File: config.mk
export PLATFORM = sky130hd
export DESIGN_NAME = texel_block_unpacker
export DESIGN_NICKNAME = d
export VERILOG_FILES = /design/src/rtl/texel_block_unpacker_pkg.sv /design/src/rtl/texel_block_unpacker_fmt_decode.sv /design/src/rtl/texel_block_unpacker.sv
export SDC_FILE = /design/constraint.sdc
export NUM_CORES = 1
export LEC_CHECK = 0
export CORE_AREA = 10 10 254 135
export DETAILED_ROUTE_END_ITERATION = 16
export DIE_AREA = 0 0 264 145
export GPL_ROUTABILITY_DRIVEN = 0
export PLACE_DENSITY_LB_ADDON = 0.15
export SYNTH_ARGS = -nofsm -noshare
export SYNTH_HDL_FRONTEND = slang
export SYNTH_SLANG_ARGS = --single-unit
File: constraint.sdc
create_clock -name clk -period 17.43 [get_ports clk]
set_input_delay 2.6145 -clock clk [delete_from_list [all_inputs] [get_ports clk]]
set_output_delay 2.6145 -clock clk [all_outputs]
set_load 0.05 [all_outputs]
File: src/rtl/texel_block_unpacker_pkg.sv
// Shared types and constants for the 4x4 texel block unpacker and its format decoder.
package texel_unpack_pkg;

    typedef enum logic [1:0] {
        FMT_RGB565   = 2'd0,
        FMT_ARGB4444 = 2'd1,
        FMT_L8       = 2'd2,
        FMT_RSVD     = 2'd3
    } fmt_e;

    typedef enum logic {
        ST_IDLE   = 1'b0,
        ST_STREAM = 1'b1
    } state_e;

    localparam int RGBA_W           = 18;
    localparam int BLOCK_W          = 256;
    localparam int TEXELS_PER_BLOCK = 16;
    localparam int TEXEL_W          = 16;
    localparam int L8_W             = 8;

    // Output texel layout is {R5, G6, B5, A2}, R in the MSBs.
    function automatic logic [RGBA_W-1:0] pack_rgba(
        input logic [4:0] r5,
        input logic [5:0] g6,
        input logic [4:0] b5,
        input logic [1:0] a2
    );
        return {r5, g6, b5, a2};
    endfunction

endpackage

File: src/rtl/texel_block_unpacker_fmt_decode.sv
// Combinational single-texel decoder: RGB565 / ARGB4444 / L8 raw value to RGBA5652.
// For L8 the parent places the luminance byte in raw[7:0].
module texel_fmt_decode
    import texel_unpack_pkg::*;
(
    input  logic [TEXEL_W-1:0] raw,
    input  fmt_e               fmt,
    output logic [RGBA_W-1:0]  rgba
);

    // Widen by replicating the top bits so full scale maps to full scale.
    function automatic logic [4:0] expand4to5(input logic [3:0] n);
        return {n, n[3]};
    endfunction

    function automatic logic [5:0] expand4to6(input logic [3:0] n);
        return {n, n[3:2]};
    endfunction

    always_comb begin
        rgba = pack_rgba(raw[15:11], raw[10:5], raw[4:0], 2'b11);
        case (fmt)
            FMT_ARGB4444: rgba = pack_rgba(expand4to5(raw[11:8]),
                                           expand4to6(raw[7:4]),
                                           expand4to5(raw[3:0]),
                                           raw[15:14]);
            FMT_L8:       rgba = pack_rgba(raw[7:3], raw[7:2], raw[7:3], 2'b11);
            // Reserved falls back to RGB565; the parent flags the error.
            default:      rgba = pack_rgba(raw[15:11], raw[10:5], raw[4:0], 2'b11);
        endcase
    end

endmodule

File: src/rtl/texel_block_unpacker.sv
// Holds one 4x4 texel block and streams it out row-major as RGBA5652, TPC texels per beat.
// Optional TEXEL_UNPACK_PERF_EN adds perf_blocks / perf_stalls counters.
module texel_block_unpacker
    import texel_unpack_pkg::*;
#(
    parameter int TPC   = 2,
    parameter int IDX_W = 4
) (
    input  logic                  clk,
    input  logic                  rst,
    input  logic                  in_valid,
    output logic                  in_ready,
    input  logic [BLOCK_W-1:0]    in_block,
    input  logic [1:0]            in_fmt,
    output logic                  out_valid,
    input  logic                  out_ready,
    output logic [RGBA_W*TPC-1:0] out_texels,
    output logic [IDX_W-1:0]      out_idx,
    output logic                  out_last,
    output logic                  fmt_err
`ifdef TEXEL_UNPACK_PERF_EN
    ,
    output logic [15:0]           perf_blocks,
    output logic [15:0]           perf_stalls
`endif
);

    localparam int               BEATS    = TEXELS_PER_BLOCK / TPC;
    localparam logic [IDX_W-1:0] IDX_STEP = IDX_W'(TPC);
    localparam logic [IDX_W-1:0] IDX_LAST = IDX_W'((BEATS - 1) * TPC);

    state_e               state_p1, state_nxt;
    logic [IDX_W-1:0]     idx_p1, idx_nxt;
    logic                 fmt_err_p1;
    logic [BLOCK_W-1:0]   blk_p1;
    fmt_e                 fmt_p1;

    logic accept;
    logic fire;
    logic last;

    assign out_valid = (state_p1 == ST_STREAM);
    assign last      = (idx_p1 == IDX_LAST);
    assign out_last  = out_valid && last;
    assign fire      = out_valid && out_ready;
    // The slot frees in the same cycle the final beat leaves, so blocks chain without a bubble.
    assign in_ready  = !out_valid || (fire && last);
    assign accept    = in_valid && in_ready;
    assign out_idx   = idx_p1;
    assign fmt_err   = fmt_err_p1;

    always_comb begin
        state_nxt = state_p1;
        idx_nxt   = idx_p1;
        if (accept) begin
            state_nxt = ST_STREAM;
            idx_nxt   = '0;
        end else if (fire) begin
            if (last) begin
                state_nxt = ST_IDLE;
                idx_nxt   = '0;
            end else begin
                idx_nxt = idx_p1 + IDX_STEP;
            end
        end
    end

    // ---- stage p1: control state ----
    always_ff @(posedge clk) begin
        if (rst) begin
            state_p1   <= ST_IDLE;
            idx_p1     <= '0;
            fmt_err_p1 <= 1'b0;
        end else begin
            state_p1   <= state_nxt;
            idx_p1     <= idx_nxt;
            fmt_err_p1 <= accept && (fmt_e'(in_fmt) == FMT_RSVD);
        end
    end

    // ---- stage p1: held block, captured only on acceptance ----
    always_ff @(posedge clk) begin
        if (accept) begin
            blk_p1 <= in_block;
            fmt_p1 <= fmt_e'(in_fmt);
        end
    end

    for (genvar k = 0; k < TPC; k++) begin : g_lane
        logic [IDX_W-1:0]   tidx;
        logic [TEXEL_W-1:0] raw;

        assign tidx = idx_p1 + IDX_W'(k);

        // L8 packs twice as many texels per bit, so its byte lives at t*8, not t*16.
        always_comb begin
            if (fmt_p1 == FMT_L8) begin
                raw = {{(TEXEL_W - L8_W){1'b0}}, blk_p1[{1'b0, tidx, 3'b000} +: L8_W]};
            end else begin
                raw = blk_p1[{tidx, 4'b0000} +: TEXEL_W];
            end
        end

        texel_fmt_decode u_decode (
            .raw  (raw),
            .fmt  (fmt_p1),
            .rgba (out_texels[k*RGBA_W +: RGBA_W])
        );
    end

`ifdef TEXEL_UNPACK_PERF_EN
    always_ff @(posedge clk) begin
        if (rst) begin
            perf_blocks <= '0;
            perf_stalls <= '0;
        end else begin
            if (accept) begin
                perf_blocks <= perf_blocks + 16'd1;
            end
            if (out_valid && !out_ready) begin
                perf_stalls <= perf_stalls + 16'd1;
            end
        end
    end
`endif

endmodule

==> flow_summary_export.csv, run 1 <==
group,metric,value,unit
worst_setup_path,crit_required,14.82,ns
finish,num-nets-final,1210,
power,p_sw,0.363,mW
floorplan,dieArea,0.0383,mm2
synth,synth-edff-count,258,
routing,avgViaCountPerCell,5.29,
cts,hold_buffers,0,
synth,synth_compound_area_frac,0.0432,
hold_path,min_path_type,"register to register",
placement,dpl.cell_count,1318,
synth,avgSynthCellArea,18.1,um2
routing,drtAntennaViolNets,0,
worst_setup_path,critical_path.top_delay_family,"buffers and inverters",
routing,drtPass1Iterations,5,
worst_setup_path,cpPeakStageDelay,0.89,ns
global_routing,grt_first_pass_wirelength,50.8,mm
sta,final_hold_viol_count,0,
routing,drt-total-wl,34.3,mm
flow_run,cap_viol_max_count,0,
floorplan,rows,45,
sta,tns,0,ns
sta,rsz0062_at_grt,"false",
worst_setup_path,critPathKind,"register to primary output",
routing,drtIter0Drc,585,
routing,routedWlPerCell,25.2,um
floorplan,io_pins,306,
power,switching_share,0.244,
finish,stdcell_count,1359,
worst_setup_path,r2r_cells,5,
sta,worstMarginPinSlew,1.23,ns
finish,drive_gt1_frac,0.144,
finish,final_cell_mix,"clkdlybuf4s50_1 (304), edfxtp_1 (258), mux4_2 (85), nor2_1 (54), nand2_1 (30)",
power,ir_worst_vdd,0.0677,mV
synth,synth-async-reset-ratio,0,
worst_setup_path,startpoint_type,"register",
synth,synth_seq_cells,263,
power,p_clk_frac,0.338,
synth,yosys_warnings,0,
sta,slew_viol_final,0,
power,powerDensity,94.0,mW/mm2
synth,ys_types,56,
floorplan,initial_core_util,0.395,
global_routing,gr-total-overflow,0,
placement,dp_hpwl,25.2,mm
floorplan,core,0.0298,mm2
synth,synth-simple-area-share,0.0492,
floorplan,die-height,145,um
power,comb_power_share,0.158,
cts,htreeDepth,1,
sta,finalSetupViolCount,0,
floorplan,die_w,264,um
global_routing,grt_pass1_vias,7591,
cts,cts.clk_slew.worst_paths,0.07,ns
cts,root_buffer,"clkbuf_16",
global_routing,track_usage,0.173,
synth,synthCells,651,
sta,finalCritPeriodShare,0.417,
synth,synth_fa_ha_area_frac,0.00319,
worst_setup_path,worst-path-buf-inv,2,
synth,synthXorXnorAreaFrac,0.000744,
power,p_seq_frac,0.505,
global_routing,antenna_found_initial,1,
cts,clk_latency,0.53,ns
power,p_int,1.13,mW
cts,clockBufferDepth,3,
worst_setup_path,crit_fanout,51,
worst_setup_path,worst-path-stages,7,
synth,synth_nets,916,
finish,final_common_cell,"clkdlybuf4s50_1",
sta,final.min_clock_period,7.26,ns
synth,netlist_area,0.0118,mm2
synth,synth-seq-area-share,0.666,
routing,drc,0,
cts,cts_setup_buffers,0,
worst_setup_path,crit_chain,"buf_4, mux4_2, nor2_1, nor3_1, nand2_1, a31oi_1, clkdlybuf4s50_1",
sta,skew,0.0171,ns
worst_setup_path,endpoint_kind,"primary output",
synth,synth_top_family_by_area,"multiplexers",
sta,fmax,0.138,GHz
sta,relSlewSlack,0.177,
routing,num_vias,7190,
power,leakage,5.26,nW
cts,cts_sinks,263,
synth,synthMuxAreaShare,0.209,
finish,syn2layout_area_growth,34.5,%
cts,cts_tree,"built",
worst_setup_path,worstPathArrival,4.65,ns
placement,port_buffers,304,
synth,synth_flop_cell,"edfxtp_1",
cts,ctsResizeCount,0,
global_routing,grt_max_degree,190,
hold_path,min_path_cells,2,
run_status,status,"complete, no violations",
worst_setup_path,slowest_stage,"clkdlybuf4s50_1",
cts,numCtsBuffers,24,
-- synthesized netlist by cell type (all sizes together) (7+ instances only) --
cell,instances,area share
clkbuf,18,0.0057
buf,27,0.020
mux2i,29,0.025
o21ai,16,0.0068
inv,7,0.0022
nor3,15,0.0072
nor2,54,0.017
edfxtp,258,0.66
or2,8,0.0043
mux4,93,0.18
nand2,30,0.0096
a21oi,26,0.011
-- worst reg2reg max path, delay by kind of cell (launching register included) --
family	cells	cell delay, ns
flops	1	0.53
simple gates	3	1.11
buf+inv	2	1.39
-- power by group through the flow --
stage	logic (mW)	registers, mW	clock network [mW]
floorplan	0.123	0.767	0
global placement	0.236	0.764	0
detailed placement	0.237	0.764	0
CTS	0.238	0.751	0.519
global route	0.249	0.754	0.542
finish	0.234	0.751	0.503
-- routing by layer --
layer / vias up / part of all wire / GRT usage
met1: 3638 / 0.45 / 0.245
met5: - / 0 / 0
met2: 255 / 0.46 / 0.267
met3: 38 / 0.069 / 0.0435
met4: 0 / 0.019 / 0.0353
li1: 3259 / - / -
-- worst paths after layout --
path	start	end	slack (ns)
worst max-delay path	out_idx[2]	out_texels[15]	10.17
worst min-delay path	out_valid	out_idx[3]	0.56
worst max register to register	out_idx[1]	blk_p1[28]	13.60
worst min register to register	out_valid	out_idx[3]	0.56
-- sequential cells by signal, indices dropped and copies added (netlist names) --
signal	count
blk_p1	256
out_idx	3
fmt_p1	2
fmt_err	1
out_valid	1
-- through the flow --
step | cell area (um2) | power [mW] | utilization | worst slack, ns | hold slack (ns)
2_1_floorplan | 11800 | 0.890 | - | 7.61 | 0.749
3_3_place_gp | 15100 | 1.00 | 0.506 | 10.59 | 0.557
3_5_place_dp | 15100 | 1.00 | 0.506 | 10.57 | 0.560
4_1_cts | 15800 | 1.51 | 0.531 | 10.20 | 0.560
5_1_grt | 15800 | 1.54 | 0.531 | 9.96 | 0.601
6_report | 15800 | 1.49 | 0.531 | 10.17 | 0.563
-- cells by family (layout without fill, tap and decap cells) --
family | count (synthesis) | in the layout
muxes | 126 | 126
buffers and inverters | 52 | 360
adders and majority gates | 3 | 3
AOI/OAI and AO/OA | 78 | 78
DFF | 263 | 263
xor gates and xnor gates | 1 | 1
and+or+nand+nor | 127 | 127
other | 1 | 2
-- area by class of cell --
| class | count | area, um2 |
|---|---|---|
| Antenna cell | 1 | 2.50 |
| Clock buffer | 30 | 644 |
| Clock inverter | 10 | 82.6 |
| Fill cell | 2443 | 14000 |
| Inverter | 7 | 26.3 |
| Multi-Input combinational cell | 336 | 3600 |
| Sequential cell | 263 | 7860 |
| Tap cell | 399 | 499 |
| Timing Repair Buffer | 313 | 3120 |
Note: power is estimated with default switching activity, not from simulation.
==> run 2, diff against run 1 <==
==> constraint.sdc (replaced) <==
create_clock -name clk -period 6 [get_ports clk]
set_input_delay 0.9 -clock clk [delete_from_list [all_inputs] [get_ports clk]]
set_output_delay 0.9 -clock clk [all_outputs]
set_load 0.05 [all_outputs]
==> run 2 against run 1 <==
Effect of this change: sequential power rose to 2.9 times the previous value; flip-flop and latch count unchanged; non-clock buffer count up 2; register-to-register slack worse by 11 ns; clock power rose to 3.2 times the previous value; count of clock-buffer cells in the layout down 1; worst setup slack worse by 9.0 ns; combinational power rose to 2.9 times the previous value; via count up 0.70%; power rose to 3.0 times the previous value; utilization up 0.52 points; highest routed layer is now met5.
==> flow_summary_export.csv, run 2 (synthesized netlist as in run 1, its figures left out) <==
group,metric,value,unit
floorplan,core,0.0298,mm2
cts,clockBufferDepth,3,
worst_setup_path,crit_fanout,58,
finish,stdcell_count,1367,
routing,drc,0,
run_status,status,"complete, no violations",
worst_setup_path,critPathKind,"register to primary output",
cts,root_buffer,"clkbuf_16",
placement,dpl-instance-area,0.0152,mm2
floorplan,io_pins,306,
floorplan,die_w,264,um
worst_setup_path,crit_start,"out_idx[1]",
worst_setup_path,endpoint_kind,"primary output",
finish,largest_reg_flops,256,
routing,drtPass1Iterations,4,
worst_setup_path,worstPathArrival,3.98,ns
routing,drtIter0Drc,606,
sta,tns,0,ns
sta,slew_viol_final,0,
hold_path,min_path_type,"register to register",
power,ir_worst_vdd,0.222,mV
global_routing,gr-total-overflow,0,
placement,dp_hpwl,25.6,mm
global_routing,antenna_found_initial,5,
cts,clk_latency,0.54,ns
cts,hold_buffers,0,
placement,dpl.cell_count,1320,
worst_setup_path,crit_end,"out_texels[14]",
floorplan,rows,45,
cts,numCtsBuffers,25,
sta,finalSetupViolCount,0,
power,powerDensity,280,mW/mm2
finish,final_area,0.0160,mm2
sta,final.min_clock_period,4.88,ns
finish,final_common_cell,"clkdlybuf4s50_1",
worst_setup_path,r2r_cells,5,
placement,port_buffers,304,
power,leakage,5.32,nW
global_routing,track_usage,0.173,
cts,cts.clk_slew.worst_paths,0.07,ns
worst_setup_path,crit_top_cell,"o21ai_1",
sta,finalCritPeriodShare,0.813,
flow_run,cap_viol_max_count,0,
global_routing,grt_max_degree,113,
finish,final_cell_mix,"clkdlybuf4s50_1 (304), edfxtp_1 (258), mux4_2 (85), nor2_1 (54), nand2_1 (30)",
worst_setup_path,slowest_stage,"clkdlybuf4s50_1",
global_routing,grt_first_pass_wirelength,50.4,mm
floorplan,die-height,145,um
cts,cts_sinks,263,
routing,drtAntennaViolNets,0,
sta,rsz0062_at_grt,"false",
worst_setup_path,cpPeakStageDelay,0.85,ns
sta,final.setup.worst_slack,1.12,ns
worst_setup_path,worstReg2RegStart,"out_idx[3]",
finish,num-nets-final,1213,
sta,fmax,0.205,GHz
cts,htreeDepth,1,
finish,syn2layout_area_growth,35.8,%
cts,ctsResizeCount,0,
finish,top_register,"blk_p1",
sta,worstMarginPinSlew,0.935,ns
placement,dpl_worst_slack,1.62,ns
floorplan,initial_core_util,0.395,
cts,cts_setup_buffers,0,
sta,skew,0.0126,ns
worst_setup_path,regToRegSetupSlack,3.00,ns
floorplan,dieArea,0.0383,mm2
sta,final_hold_viol_count,0,
sta,relSlewSlack,0.372,
worst_setup_path,startpoint_type,"register",
cts,cts_tree,"built",
worst_setup_path,crit_required,5.10,ns
routing,drt-total-wl,34.6,mm
routing,routedWlPerCell,25.3,um
routing,num_vias,7240,
global_routing,grt_pass1_vias,7599,
worst_setup_path,crit_chain,"buf_12, mux4_2, nor2_1, nor3_1, o21ai_1, o21ai_1, clkdlybuf4s50_1",
routing,avgViaCountPerCell,5.30,
finish,fin_util,0.536,
worst_setup_path,r2r_end,"blk_p1[114]",
finish,drive_gt1_frac,0.152,
## run 2: cell types whose count changed in the layout (fill, tap and decap cells not counted), sizes merged
| cell | delta |
|---|---|
| clkinv | +3 |
| buf | +2 |
| bufinv | +2 |
| clkbuf | -1 |
| clkinvlp | +1 |
| diode | +1 |
## run 2: report_power, final
group | internal (mW) | total, mW | switching [mW]
Sequential | 2.14 | 2.18 | 0.0433
Combinational | 0.329 | 0.681 | 0.352
Clock | 0.919 | 1.62 | 0.702
Total | 3.39 | 4.48 | 1.10
## run 2: worst min-delay path by stage
stage	start	to	slack, ns	cells past startpoint
after floorplan	out_valid	out_idx[2]	0.75	2
after global placement	out_valid	out_idx[2]	0.55	2
after detailed placement	out_valid	out_idx[2]	0.55	2
after CTS	out_valid	out_idx[2]	0.58	2
after global routing	out_valid	out_idx[2]	0.61	2
final	out_valid	out_idx[2]	0.58	2
## run 2: per-layer routing
layer / track usage / vias to the layer above / share of wire
li1: - / 3266 / -
met1: 0.230 / 3649 / 0.42
met2: 0.277 / 277 / 0.48
met3: 0.0539 / 44 / 0.083
met4: 0.0338 / 4 / 0.018
met5: 0 / - / 0.00066
## run 2: per-stage QoR
step / total power, mW / hold slack [ns]
after floorplan: 2.57 / 0.749
after global placement: 2.91 / 0.554
after detailed placement: 2.91 / 0.552
after CTS: 4.54 / 0.575
after global routing: 4.65 / 0.613
final: 4.48 / 0.578
## run 2: worst max-delay path: cells and delay by family, from the launching register on
| kind | cells | cell delay, ns |
|---|---|---|
| buffers and inverters | 2 | 1.29 |
| muxes | 1 | 0.31 |
| DFF | 1 | 0.74 |
| AOI/OAI and AO/OA | 2 | 0.29 |
| and+or+nand+nor | 2 | 0.78 |
## run 2: layout make-up
class                           instances  area [um2]
Clock inverter                         16         168
Multi-Input combinational cell        336        3600
Clock buffer                           29         661
Antenna cell                            2        5.00
Sequential cell                       263        7860
Inverter                                7        26.3
Tap cell                              399         499
Fill cell                            2430       13800
Timing Repair Buffer                  315        3180
==> run 3, diff against run 2 <==
==> constraint.sdc (replaced) <==
create_clock -name clk -period 4.3 [get_ports clk]
set_input_delay 0.645 -clock clk [delete_from_list [all_inputs] [get_ports clk]]
set_output_delay 0.645 -clock clk [all_outputs]
set_load 0.05 [all_outputs]
==> run 3 against run 2 <==
Effect of this change: clock power up 29%; hold slack worse by 0.0017 ns; count of clock-buffer cells in the layout up 5; die area unchanged; largest cell class unchanged; highest routed layer unchanged.
==> flow_summary_export.csv, run 3 (synthesized netlist as in run 1, its figures left out) <==
group,metric,value,unit
placement,port_buffers,304,
cts,root_buffer,"clkbuf_16",
routing,drtPass1Iterations,4,
global_routing,track_usage,0.179,
finish,largest_reg_flops,256,
finish,final_cell_mix,"clkdlybuf4s50_1 (272), edfxtp_1 (258), mux4_2 (85), nor2_1 (54), buf_12 (39)",
cts,ctsResizeCount,0,
routing,drt-total-wl,35.2,mm
floorplan,die-height,145,um
power,comb_power_share,0.173,
worst_setup_path,crit_fanout,32,
worst_setup_path,r2r_end,"blk_p1[193]",
finish,final_common_cell,"clkdlybuf4s50_1",
cts,numCtsBuffers,24,
hold_path,hold_start,"out_valid",
worst_setup_path,worstPathArrival,3.26,ns
worst_setup_path,crit_chain,"buf_4, mux4_2, mux4_2, a211oi_2, a21oi_1, buf_12",
hold_path,min_path_type,"register to register",
routing,drtIter0Drc,620,
worst_setup_path,critPathKind,"register to primary output",
sta,worstMarginPinSlew,0.768,ns
sta,relSlewSlack,0.484,
worst_setup_path,regToRegSetupSlack,1.60,ns
worst_setup_path,startpoint_type,"register",
worst_setup_path,endpoint_kind,"primary output",
finish,diodes,0,
routing,num_vias,7287,
routing,drc,0,
worst_setup_path,r2r_cells,5,
global_routing,grt_first_pass_wirelength,51.8,mm
power,p_sw,1.50,mW
sta,rsz0062_at_grt,"false",
cts,clockBufferDepth,3,
finish,drive_gt1_frac,0.192,
hold_path,holdPathEnd,"out_idx[3]",
cts,htreeDepth,1,
sta,fin_worst_hold_slack,0.576,ns
global_routing,gr-total-overflow,0,
hold_path,min_path_cells,2,
finish,syn2layout_area_growth,38.9,%
sta,finalCritPeriodShare,0.909,
finish,fin_util,0.548,
floorplan,dieArea,0.0383,mm2
routing,avgViaCountPerCell,5.30,
placement,dp_hpwl,26.7,mm
worst_setup_path,critical_path.top_delay_family,"multiplexers",
cts,cts_tree,"built",
placement,dpl.cell_count,1331,
flow_run,cap_viol_max_count,0,
routing,routedWlPerCell,25.6,um
worst_setup_path,slowest_stage,"dfxtp_4",
floorplan,io_pins,306,
power,leakage,5.55,nW
power,switching_share,0.241,
sta,tns,0,ns
sta,fmax,0.256,GHz
finish,top_register,"blk_p1",
finish,num-nets-final,1223,
sta,final_hold_viol_count,0,
routing,drtAntennaViolNets,0,
cts,clk_latency,0.54,ns
power,p_clk_frac,0.336,
power,ir_worst_vdd,0.295,mV
sta,slew_viol_final,0,
power,powerDensity,379,mW/mm2
cts,hold_buffers,0,
power,total_power,6.21,mW
floorplan,rows,45,
sta,skew,0.0116,ns
worst_setup_path,crit_required,3.65,ns
worst_setup_path,cpPeakStageDelay,0.79,ns
global_routing,antenna_found_initial,1,
worst_setup_path,crit_top_cell,"mux4_2",
cts,cts_sinks,263,
sta,finalSetupViolCount,0,
sta,final.min_clock_period,3.91,ns
finish,stdcell_count,1375,
worst_setup_path,worstReg2RegStart,"out_idx[1]",
run_status,status,"complete, no violations",
global_routing,grt_max_degree,97,
cts,cts.clk_slew.worst_paths,0.07,ns
floorplan,core,0.0298,mm2
floorplan,initial_core_util,0.395,
cts,cts_setup_buffers,0,
worst_setup_path,worst-path-buf-inv,2,
power,p_int,4.71,mW
floorplan,die_w,264,um
global_routing,grt_pass1_vias,7534,
power,p_seq_frac,0.491,
-- run 3: cell types whose count changed in the layout (fill, tap and decap cells not counted) --
cell	delta
buf_12	+35
buf_4	+8
bufinv_16	-2
clkbuf_1	+4
clkbuf_8	+1
clkdlybuf4s50_1	-32
clkinv_1	-2
clkinv_2	+4
clkinv_4	-2
clkinvlp_4	-4
diode_2	-2
-- run 3: power groups by stage --
stage          clock [mW]  sequential [mW]  combinational, mW
2_1_floorplan           0             3.08              0.499
3_3_place_gp            0             3.10               1.08
3_5_place_dp            0             3.10               1.08
4_1_cts              2.15             3.05               1.09
5_1_grt              2.27             3.06               1.13
6_report             2.09             3.05               1.07
-- run 3: cell type report --
type                    count  area, um2
well taps                 399        499
clock inverters            10       72.6
clock buffers              34        689
repair buffers            326       3620
inverters                   7       26.3
multi-input cells         336       3600
flip-flops and latches    263       7860
fillers                  2400      13500
-- run 3: worst max path at each step --
stage | startpoint | end | slack [ns] | cells after the start
2_1_floorplan | out_idx[1] | out_idx[1] | 0.001 | 9
3_3_place_gp | out_idx[1] | out_texels[11] | 0.91 | 8
3_5_place_dp | out_idx[1] | out_texels[11] | 0.89 | 8
4_1_cts | out_idx[1] | out_texels[11] | 0.31 | 8
5_1_grt | out_idx[1] | out_texels[15] | 0.21 | 7
6_report | out_idx[1] | out_texels[8] | 0.39 | 6
-- run 3: per-layer routing --
metal,wire (um),global-route usage,vias up
met2,16500,0.278,261
met3,2350,0.0475,31
met4,431,0.0267,2
li1,-,-,3296
met1,16000,0.252,3697
met5,13,0,-
-- run 3: through the flow --
stage,area [um2],worst slack [ns]
6_report,16400,0.390
3_3_place_gp,15600,0.905
2_1_floorplan,11800,0.00135
5_1_grt,16400,0.206
3_5_place_dp,15600,0.893
4_1_cts,16400,0.312
-- run 3: tightest hold or removal path, cell delays in order (launching register included) --
cell     delay [ns]
dfxtp_1        0.37
nand4_1        0.10
a21oi_1        0.06
